==> config.mk <==
export PLATFORM = sky130hd
export DESIGN_NAME = board_input_conditioner_flat
export DESIGN_NICKNAME = d
export VERILOG_FILES = /design/src/rtl/board_io_pkg.sv /design/src/rtl/board_input_conditioner_if.sv /design/src/rtl/board_input_conditioner_debounce_cell.sv /design/src/rtl/board_input_conditioner.sv /design/src/flat_wrapper.sv
export SDC_FILE = /design/constraint.sdc
export NUM_CORES = 1
export LEC_CHECK = 0
export ABC_AREA = 0
export CAP_MARGIN = 20
export CORE_MARGIN = 2
export CORE_UTILIZATION = 50
export CTS_BUF_LIST = sky130_fd_sc_hd__clkbuf_8
export CTS_CLUSTER_DIAMETER = 150
export DETAILED_ROUTE_END_ITERATION = 12
export GPL_TIMING_DRIVEN = 0
export PLACE_DENSITY_LB_ADDON = 0.15
export SETUP_SLACK_MARGIN = 0.4
export SLEW_MARGIN = 20
export SYNTH_ARGS = -nofsm -noshare
export SYNTH_HDL_FRONTEND = slang
export SYNTH_SLANG_ARGS = --single-unit
==> constraint.sdc <==
create_clock -name clk -period 2.67 [get_ports clk]
set_input_delay 0.4005 -clock clk [delete_from_list [all_inputs] [get_ports clk]]
set_output_delay 0.4005 -clock clk [all_outputs]
set_load 0.03 [all_outputs]
==> src/rtl/board_io_pkg.sv <==
// rtl/board_io_pkg.sv - shared types and board defaults for the input conditioner
package board_io_pkg;

    typedef enum logic {
        STABLE   = 1'b0,
        SETTLING = 1'b1
    } debounce_state_t;

    localparam int DEFAULT_DEBOUNCE_CYCLES = 50000;
    localparam int DEFAULT_SYNC_STAGES     = 2;
    localparam int BOARD_N_SWITCHES        = 10;
    localparam int BOARD_N_BUTTONS         = 4;

endpackage

==> src/rtl/board_input_conditioner_if.sv <==
// rtl/board_input_conditioner_if.sv - raw pin inputs and conditioned outputs of the board conditioner
interface board_input_conditioner_if #(
    parameter int N_SWITCHES = 10,
    parameter int N_BUTTONS  = 4
);
    logic [N_SWITCHES-1:0] switches_raw;
    logic [N_BUTTONS-1:0]  push_buttons_raw;
    logic [N_SWITCHES-1:0] switches;
    logic [N_BUTTONS-1:0]  push_buttons;
    logic [N_BUTTONS-1:0]  button_press;
    logic [N_BUTTONS-1:0]  button_release;

    modport master (
        output switches_raw, push_buttons_raw,
        input  switches, push_buttons, button_press, button_release
    );

    modport slave (
        input  switches_raw, push_buttons_raw,
        output switches, push_buttons, button_press, button_release
    );
endinterface

==> src/rtl/board_input_conditioner_debounce_cell.sv <==
// rtl/board_input_conditioner_debounce_cell.sv - one channel: synchroniser, debounce FSM, optional edge flops (BOARD_INPUT_EDGE_EN)
module debounce_cell
    import board_io_pkg::*;
#(
    parameter int SYNC_STAGES     = DEFAULT_SYNC_STAGES,
    parameter int DEBOUNCE_CYCLES = DEFAULT_DEBOUNCE_CYCLES,
    parameter bit INVERT          = 1'b0
) (
    input  logic clk,
    input  logic async_rst,
    input  logic i_raw,
    output logic o_level,
    output logic o_press,
    output logic o_release
);
    localparam int CW = $clog2(DEBOUNCE_CYCLES);
    localparam logic [CW-1:0] CNT_LAST = CW'(DEBOUNCE_CYCLES - 1);

    logic                   w_in;
    logic [SYNC_STAGES-1:0] r_sync;
    logic                   w_sync;
    debounce_state_t        r_state, w_state_nxt;
    logic [CW-1:0]          r_cnt, w_cnt_nxt;
    logic                   r_level, w_level_nxt;
    logic                   w_accept;

    // Inverting before the first flop lets reset-to-0 mean "inactive" for every channel
    assign w_in   = INVERT ? ~i_raw : i_raw;
    assign w_sync = r_sync[SYNC_STAGES-1];

    always_ff @(posedge clk or negedge async_rst) begin
        if (!async_rst) begin
            r_sync  <= '0;
            r_state <= STABLE;
            r_cnt   <= '0;
            r_level <= 1'b0;
        end else begin
            r_sync  <= {r_sync[SYNC_STAGES-2:0], w_in};
            r_state <= w_state_nxt;
            r_cnt   <= w_cnt_nxt;
            r_level <= w_level_nxt;
        end
    end

    always_comb begin
        w_state_nxt = r_state;
        w_cnt_nxt   = r_cnt;
        case (r_state)
            STABLE: begin
                if (w_sync != r_level) begin
                    w_state_nxt = SETTLING;
                    w_cnt_nxt   = CW'(1);
                end else begin
                    w_cnt_nxt   = '0;
                end
            end
            SETTLING: begin
                if (w_sync == r_level || r_cnt == CNT_LAST) begin
                    w_state_nxt = STABLE;
                    w_cnt_nxt   = '0;
                end else begin
                    w_cnt_nxt   = r_cnt + CW'(1);
                end
            end
            default: begin
                w_state_nxt = STABLE;
                w_cnt_nxt   = '0;
            end
        endcase
    end

    always_comb begin
        w_accept    = (r_state == SETTLING) && (w_sync != r_level) && (r_cnt == CNT_LAST);
        w_level_nxt = w_accept ? w_sync : r_level;
    end

    assign o_level = r_level;

`ifdef BOARD_INPUT_EDGE_EN
    logic r_press, r_release;

    always_ff @(posedge clk or negedge async_rst) begin
        if (!async_rst) begin
            r_press   <= 1'b0;
            r_release <= 1'b0;
        end else begin
            r_press   <= w_accept & w_sync;
            r_release <= w_accept & ~w_sync;
        end
    end

    assign o_press   = r_press;
    assign o_release = r_release;
`else
    assign o_press   = 1'b0;
    assign o_release = 1'b0;
`endif

endmodule

==> src/rtl/board_input_conditioner.sv <==
// rtl/board_input_conditioner.sv - top: one debounce_cell per switch and button; edge pulses need BOARD_INPUT_EDGE_EN
module board_input_conditioner
    import board_io_pkg::*;
#(
    parameter int N_SWITCHES      = BOARD_N_SWITCHES,
    parameter int N_BUTTONS       = BOARD_N_BUTTONS,
    parameter int SYNC_STAGES     = DEFAULT_SYNC_STAGES,
    parameter int DEBOUNCE_CYCLES = DEFAULT_DEBOUNCE_CYCLES
) (
    input  logic                      clk,
    input  logic                      async_rst,
    board_input_conditioner_if.slave  bus
);
    logic [N_SWITCHES-1:0] w_sw_level;
    logic [N_BUTTONS-1:0]  w_btn_level;
    logic [N_BUTTONS-1:0]  w_btn_press;
    logic [N_BUTTONS-1:0]  w_btn_release;

    for (genvar gi = 0; gi < N_SWITCHES; gi++) begin : g_sw
        logic w_press_unused, w_release_unused;

        debounce_cell #(
            .SYNC_STAGES     (SYNC_STAGES),
            .DEBOUNCE_CYCLES (DEBOUNCE_CYCLES),
            .INVERT          (1'b0)
        ) u_cell (
            .clk       (clk),
            .async_rst (async_rst),
            .i_raw     (bus.switches_raw[gi]),
            .o_level   (w_sw_level[gi]),
            .o_press   (w_press_unused),
            .o_release (w_release_unused)
        );
    end

    // Buttons are active-low on the board
    for (genvar gi = 0; gi < N_BUTTONS; gi++) begin : g_btn
        debounce_cell #(
            .SYNC_STAGES     (SYNC_STAGES),
            .DEBOUNCE_CYCLES (DEBOUNCE_CYCLES),
            .INVERT          (1'b1)
        ) u_cell (
            .clk       (clk),
            .async_rst (async_rst),
            .i_raw     (bus.push_buttons_raw[gi]),
            .o_level   (w_btn_level[gi]),
            .o_press   (w_btn_press[gi]),
            .o_release (w_btn_release[gi])
        );
    end

    assign bus.switches       = w_sw_level;
    assign bus.push_buttons   = w_btn_level;
    assign bus.button_press   = w_btn_press;
    assign bus.button_release = w_btn_release;

endmodule

==> src/flat_wrapper.sv <==
// flat-port wrapper written by rule: the top's interface ports become plain ports
module board_input_conditioner_flat import board_io_pkg::*;
#(
    parameter int N_SWITCHES      = BOARD_N_SWITCHES,
    parameter int N_BUTTONS       = BOARD_N_BUTTONS,
    parameter int SYNC_STAGES     = DEFAULT_SYNC_STAGES,
    parameter int DEBOUNCE_CYCLES = DEFAULT_DEBOUNCE_CYCLES
)
  (clk, async_rst, bus_switches_raw, bus_push_buttons_raw, bus_switches, bus_push_buttons, bus_button_press, bus_button_release);
  board_input_conditioner_if #(.N_SWITCHES(N_SWITCHES), .N_BUTTONS(N_BUTTONS)) bus_i ();
  input  logic clk;
  input  logic async_rst;
  input wire logic [$bits(bus_i.switches_raw)-1:0] bus_switches_raw;
  input wire logic [$bits(bus_i.push_buttons_raw)-1:0] bus_push_buttons_raw;
  output wire logic [$bits(bus_i.switches)-1:0] bus_switches;
  output wire logic [$bits(bus_i.push_buttons)-1:0] bus_push_buttons;
  output wire logic [$bits(bus_i.button_press)-1:0] bus_button_press;
  output wire logic [$bits(bus_i.button_release)-1:0] bus_button_release;
  assign bus_i.switches_raw = bus_switches_raw;
  assign bus_i.push_buttons_raw = bus_push_buttons_raw;
  assign bus_switches = bus_i.switches;
  assign bus_push_buttons = bus_i.push_buttons;
  assign bus_button_press = bus_i.button_press;
  assign bus_button_release = bus_i.button_release;
  board_input_conditioner #(.N_SWITCHES(N_SWITCHES), .N_BUTTONS(N_BUTTONS), .SYNC_STAGES(SYNC_STAGES), .DEBOUNCE_CYCLES(DEBOUNCE_CYCLES)) u_core (.clk(clk), .async_rst(async_rst), .bus(bus_i));
endmodule
# After elaboration in Yosys (flattened, before gate mapping)

Cells that the tools add are included.

Input port bits: 16
Latch bits: 0
Memory bits (writable): 0
Register bits: 280
Memory bits (read-only): 0
Memories kept: 0
Output and inout bits: 22

Multipliers: 0
Magnitude comparators: 0
Reduce and logical (&&, ||, !) cells: 42
Div/mod/pow operators: 0
Eq/ne operators: 42
Shift operators: 0
Add/subtract/negate cells: 14
Mux-type cells: 84
Bitwise gates (word level): 18

Operator list:

| kind                                                             | number |
|---|---|
| 16-bit one-hot mux with 2 select lines                           | 14 |
| 16-bit by 1-bit adder with 16-bit output (second input constant) | 14 |
| 16-bit equality test (second input constant)                     | 14 |
| 16-bit two-way mux                                               | 14 |
| 1-bit two-way mux                                                | 42 |
| 1-bit logical AND                                                | 28 |
| 1-bit one-hot mux with 2 select lines                            | 14 |
| 1-bit inverter                                                   | 18 |
| 1-bit equality test                                              | 14 |
| 1-bit logical OR                                                 | 14 |
| 1-bit != test                                                    | 14 |

# Depth between registers and ports, before layout

Word-level depth: 4
Mapped depth: 7

# Cells and area by module

From an unflattened synthesis, not the netlist that was laid out.

Cells, all modules: 1320
Area total of the unflattened synthesis: 13590.5 sq um

Modules (own cells, without submodules):

| module                                      | times used | cells each | area each (sq um) | seq. area each (sq um) |
|---|---|---|---|---|
| debounce_cell at u_core.g_sw[0].u_cell ...  | 10         | 94         | 969.7             | 500.5 |
| debounce_cell at u_core.g_btn[0].u_cell ... | 4          | 95         | 973.4             | 500.5 |

# Worst setup path after synthesis

No wires, ideal clock.

Kind: reg-to-reg
Start: register u_core.g_sw[7].u_cell.r_cnt[12]
End: register u_core.g_sw[7].u_cell.r_level
Cell stages (with the launch flop): 5
Data required time: 2.542 ns
Slack: 0.612 ns
Period minus slack after synthesis: 2.058 ns
Arrival: 1.931 ns
Path buffers: 0
Cells stage by stage: dfrtp_1 -> or4_1 -> or4_4 -> nor3_4 -> mux2_1

Longest elaborated chain between the ends: 2

RTL lines:

| element                | RTL line                                    | source |
|---|---|---|
| from (decl)            | board_input_conditioner_debounce_cell.sv:23 | `logic [CW-1:0] r_cnt, w_cnt_nxt;` |
| from (signal assigned) | board_input_conditioner_debounce_cell.sv:40 | `r_cnt <= w_cnt_nxt;` |
| 16-bit equality test   | board_input_conditioner_debounce_cell.sv:73 | `w_accept = (r_state == SETTLING) && (w_sync != r_level) && (r_cnt == CNT_LAST);` |
| 1-bit logical AND      | board_input_conditioner_debounce_cell.sv:73 |  |
| to (signal assigned)   | board_input_conditioner_debounce_cell.sv:41 | `r_level <= w_level_nxt;` |
| to (decl)              | board_input_conditioner_debounce_cell.sv:24 | `logic r_level, w_level_nxt;` |

Every way passes these cells.
A chain may end at the register's enable or synchronous reset.

# Worst setup path after layout

Start: register u_core.g_btn[2].u_cell.r_level
End: output port bus_push_buttons[2]

RTL lines:

| element                | RTL line                                    | source |
|---|---|---|
| from (decl)            | board_input_conditioner_debounce_cell.sv:24 |  |
| from (signal assigned) | board_input_conditioner_debounce_cell.sv:41 |  |
| to (decl)              | flat_wrapper.sv:16                          | `output wire logic [$bits(bus_i.push_buttons)-1:0] bus_push_buttons;` |

No word-level cell between the ends.

==> qor.yml <==
layout:
  num-nets-final: 1405
  fin_area_um2: 15050
  syn2layout_area_growth_pct: 15.00
  antenna_cells_inserted: 0
  layout.filler_cells: 2250
  layout-drive-gt1-share: 0.1169
setup_path:
  crit_arrival_ns: 1.77
  critical_path_start_end_classification: "flip-flop to primary output"
  reg2reg_depth: 5
  critical_path.top_delay_family: "buffers and inverters"
  cp_slowest_stage_delay_ns: 0.68
  worstSetupStartpointType: "flip-flop"
  worst-path-buf-inv: 2
  cp.required_ns: 2.27
  cell_at_the_slowest_stage_of_the_critical_path: "sky130_fd_sc_hd__clkdlybuf4s50_1"
  end_kind: "primary output"
  critical_path.cell_chain: "buf_4 > clkdlybuf4s50_1"
  cp_max_fo: 3
  critical_path_cell_count: 2
global_route:
  grt_antenna_before_repair: 0
  global_route.overflow_total: 0
  grt_use_total: 0.1667
  number_of_global_route_vias_before_repair: 8752
  grt_pass1_wl_um: 40090
  grt_start_max_net_pins: 82
sta:
  max_slew_violation_total_from_the_final_report: 0
  grt_setup_unrepaired: "false"
  max_clock_freq_ghz: 0.4598
  hold_viol: 0
  period_needed_ns: 2.175
  hold_slack_ns: 0.2932
  fin_crit_sh: 0.8146
  setup_tns_ns: 0
  postLayoutSetupSlackWorst_ns: 0.4950
  final-setup-viol-count: 0
  fin_skew_ns: 0.01537
die:
  core_area_um2: 25910
  die-area_um2: 27490
  initial_utilization: 0.5052
  chipHeight_um: 165.8
  fp-row-count: 59
  top_level_ports: 38
  die_width_um: 165.8
logic_synthesis:
  synth_flop_cell: "sky130_fd_sc_hd__dfrtp_1"
  synth_cells: 1284
  post_synth_main_area_contributors: "sky130_fd_sc_hd__dfrtp_1 54%, sky130_fd_sc_hd__xnor2_1 11%, sky130_fd_sc_hd__nor2_1 7.1%, sky130_fd_sc_hd__nor4_1 2.9%, sky130_fd_sc_hd__nand4_1 2.6%"
  synth_largest_type_area_fraction: 0.5353
  synth-edff-count: 0
  seq_area_frac_synth: 0.5353
  post_synthesis_register_bit_count: 280
  yosys_warnings: 0
  async_reset_ff_frac: 1.000
  synth_area_per_cell_um2: 10.19
  synth.lib_cells_used.distinct: 43
  synth_top_cell_by_area: "sky130_fd_sc_hd__dfrtp_1"
  netlist_area_um2: 13090
placement:
  placement.cell_area_um2: 13910
  placement.io_buffers: 29
  pre_cts_slack_ns: 0.3494
  gp_routability_congestion: 0.7947
  hpwlAfterDp_um: 14350
power_and_ir_drop:
  max-vdd-ir-drop_mv: 0.3540
  p_leak_nw: 5.924
  total_power_mw: 8.634
  power_per_cell_area_nw_per_um2: 573.6
clock_network:
  cts_root_buffer: "sky130_fd_sc_hd__clkbuf_8"
  buffers_from_clock_root_to_sink_at_most: 3
  cts-buffers-inserted: 47
  worst_skew_pair.late_latency_ns: 0.55
  tritoncts: "yes"
  h-tree-depth: 2
  cts.sinks: 280
  worst_setup_hold_path_clk_slew_ns: 0.06
routing:
  ant_nets: 0
  detail_route.wirelength_um: 22290
  first_iter_violations: 488
  routed_wire_length_per_instance_um: 12.76
  num_vias: 8909
  detailedRoute.firstPassIterationCount: 4
  post_drt_via_cell_ratio: 5.100
  post-route-drc-count: 0
worst_hold_path:
  worst_hold_depth: 1
  worstHoldPathType: "input port to flip-flop"
flow_run:
  max_cap_viol_count: 0
outcome:
  outcome: "completed"
[cell usage in the layout, fill, tap and decap left out, drive strengths merged, types with 4 or more instances in the layout]
master,count
a211oi,7
nand4b,4
a21oi,8
nor4bb,6
or3b,4
nor2,246
or3,5
buf,43
nand3,67
clkdlybuf4s50,28
or4bb,12
dfrtp,280
or4,7
or4b,14
nand2,70
clkbuf,75
ha,14
inv,66
xor2,32
and2,11
nand4,54
xnor2,170
nor3,55
o31ai,5
nor4,61
conb,8
clkinv,8
and3,14
or2,8
mux2,14
[final timing paths]
kind,startpoint,end,slack (ns)
setup / recovery,u_core.g_btn[2].u_cell.o_level$_DFFE_PN0P_,bus_push_buttons[2],0.49
hold / removal,bus_switches_raw[8],u_core.g_sw[8].u_cell.r_sync[0]$_DFF_PN0_,0.29
setup reg to reg,u_core.g_sw[1].u_cell.r_cnt[10]$_DFF_PN0_,u_core.g_sw[1].u_cell.r_cnt[8]$_DFF_PN0_,0.51
hold reg to reg,u_core.g_sw[4].u_cell.r_sync[0]$_DFF_PN0_,u_core.g_sw[4].u_cell.r_sync[1]$_DFF_PN0_,0.35
max in group asynchronous,async_rst,u_core.g_btn[3].u_cell.r_cnt[3]$_DFF_PN0_,1.19
min in group asynchronous,async_rst,u_core.g_sw[5].u_cell.r_cnt[2]$_DFF_PN0_,0.37
[worst register-to-register path: stages, from the launching register on]
cell,delay (ns)
sky130_fd_sc_hd__dfrtp_1,0.42
sky130_fd_sc_hd__or4b_2,0.72
sky130_fd_sc_hd__nor4_4,0.35
sky130_fd_sc_hd__nand3b_1,0.27
sky130_fd_sc_hd__buf_4,0.23
sky130_fd_sc_hd__nor2_1,0.07
[what timing repair did]
| action | CTS | global route |
|---|---|---|
| hold buffers | 1 | 0 |
| setup buffers | 0 | 2 |
| endpoints found under the hold margin | 53 | 0 |
| gates cloned | 0 | 0 |
| setup endpoints to repair | 10 | 84 |
| resized for setup | 1 | 14 |
[state kept, by name (all words and copies together) (netlist names)]
signal                       cells
u_core.g_sw.u_cell.o_level      10
u_core.g_sw.u_cell.r_sync       20
u_core.g_btn.u_cell.r_sync       8
u_core.g_btn.u_cell.r_state      4
u_core.g_sw.u_cell.r_state      10
u_core.g_sw.u_cell.r_cnt       160
u_core.g_btn.u_cell.r_cnt       64
u_core.g_btn.u_cell.o_level      4
[Yosys cell counts, types with 5 or more instances]
master / number
sky130_fd_sc_hd__a211oi_1: 7
sky130_fd_sc_hd__a21oi_1: 8
sky130_fd_sc_hd__and2_1: 11
sky130_fd_sc_hd__and3_1: 14
sky130_fd_sc_hd__buf_2: 6
sky130_fd_sc_hd__buf_4: 30
sky130_fd_sc_hd__clkbuf_1: 9
sky130_fd_sc_hd__dfrtp_1: 280
sky130_fd_sc_hd__ha_1: 14
sky130_fd_sc_hd__inv_1: 56
sky130_fd_sc_hd__mux2_2: 13
sky130_fd_sc_hd__nand2_1: 70
sky130_fd_sc_hd__nand3_1: 66
sky130_fd_sc_hd__nand4_1: 54
sky130_fd_sc_hd__nor2_1: 246
sky130_fd_sc_hd__nor3_1: 54
sky130_fd_sc_hd__nor4_1: 61
sky130_fd_sc_hd__nor4bb_1: 6
sky130_fd_sc_hd__o31ai_1: 5
sky130_fd_sc_hd__or2_2: 6
sky130_fd_sc_hd__or3_1: 5
sky130_fd_sc_hd__or4_1: 6
sky130_fd_sc_hd__or4b_1: 5
sky130_fd_sc_hd__or4b_2: 9
sky130_fd_sc_hd__or4bb_1: 12
sky130_fd_sc_hd__xnor2_1: 170
sky130_fd_sc_hd__xor2_1: 32
[logic make-up (layout without fill, tap and decap cells)]
| logic type | Yosys count | count (layout) | synth area share |
|---|---|---|---|
| fa+ha+maj | 14 | 14 | 0.01338 |
| xor+xnor | 202 | 202 | 0.1352 |
| mux | 14 | 14 | 0.01204 |
| flops | 280 | 280 | 0.5353 |
| simple gates | 648 | 648 | 0.2529 |
| compound gates | 23 | 23 | 0.01195 |
| buf+inv | 102 | 223 | 0.03900 |
| other cells | 1 | 8 | 0.0002865 |
[routing by layer]
metal / global-route usage / up-vias / part of all wire
met4: 0.05142 / 0 / 0.015
met2: 0.2555 / 111 / 0.44
met3: 0.03337 / 32 / 0.037
met5: 0 / - / 0
li1: - / 4552 / -
met1: 0.2415 / 4214 / 0.51
[report_power, final]
group / total, mW / internal, mW / switching (mW)
combinational: 0.297 / 0.105 / 0.192
sequential: 4.35 / 4.31 / 0.0444
clock: 3.99 / 2.29 / 1.70
total: 8.63 / 6.70 / 1.93
[stage by stage]
stage	std cells	util
2_1_floorplan	1291	-
3_3_place_gp	1655	0.5336
3_5_place_dp	1658	0.5370
4_1_cts	1745	0.5771
5_1_grt	1747	0.5810
6_report	1747	0.5810
[layout make-up]
cell class,instances,area [um2],share of cell area
plain buffers,46,301.5,0.02003
clock buffers,66,908.4,0.06034
clock inverters,20,115.1,0.007647
inverters,56,210.2,0.01396
multi-input cells,909,5689,0.3779
flip-flops and latches,280,7007,0.4655
well taps,335,419.2,0.02784
repair buffers,35,402.9,0.02676
(Power assumes the default switching activity.)
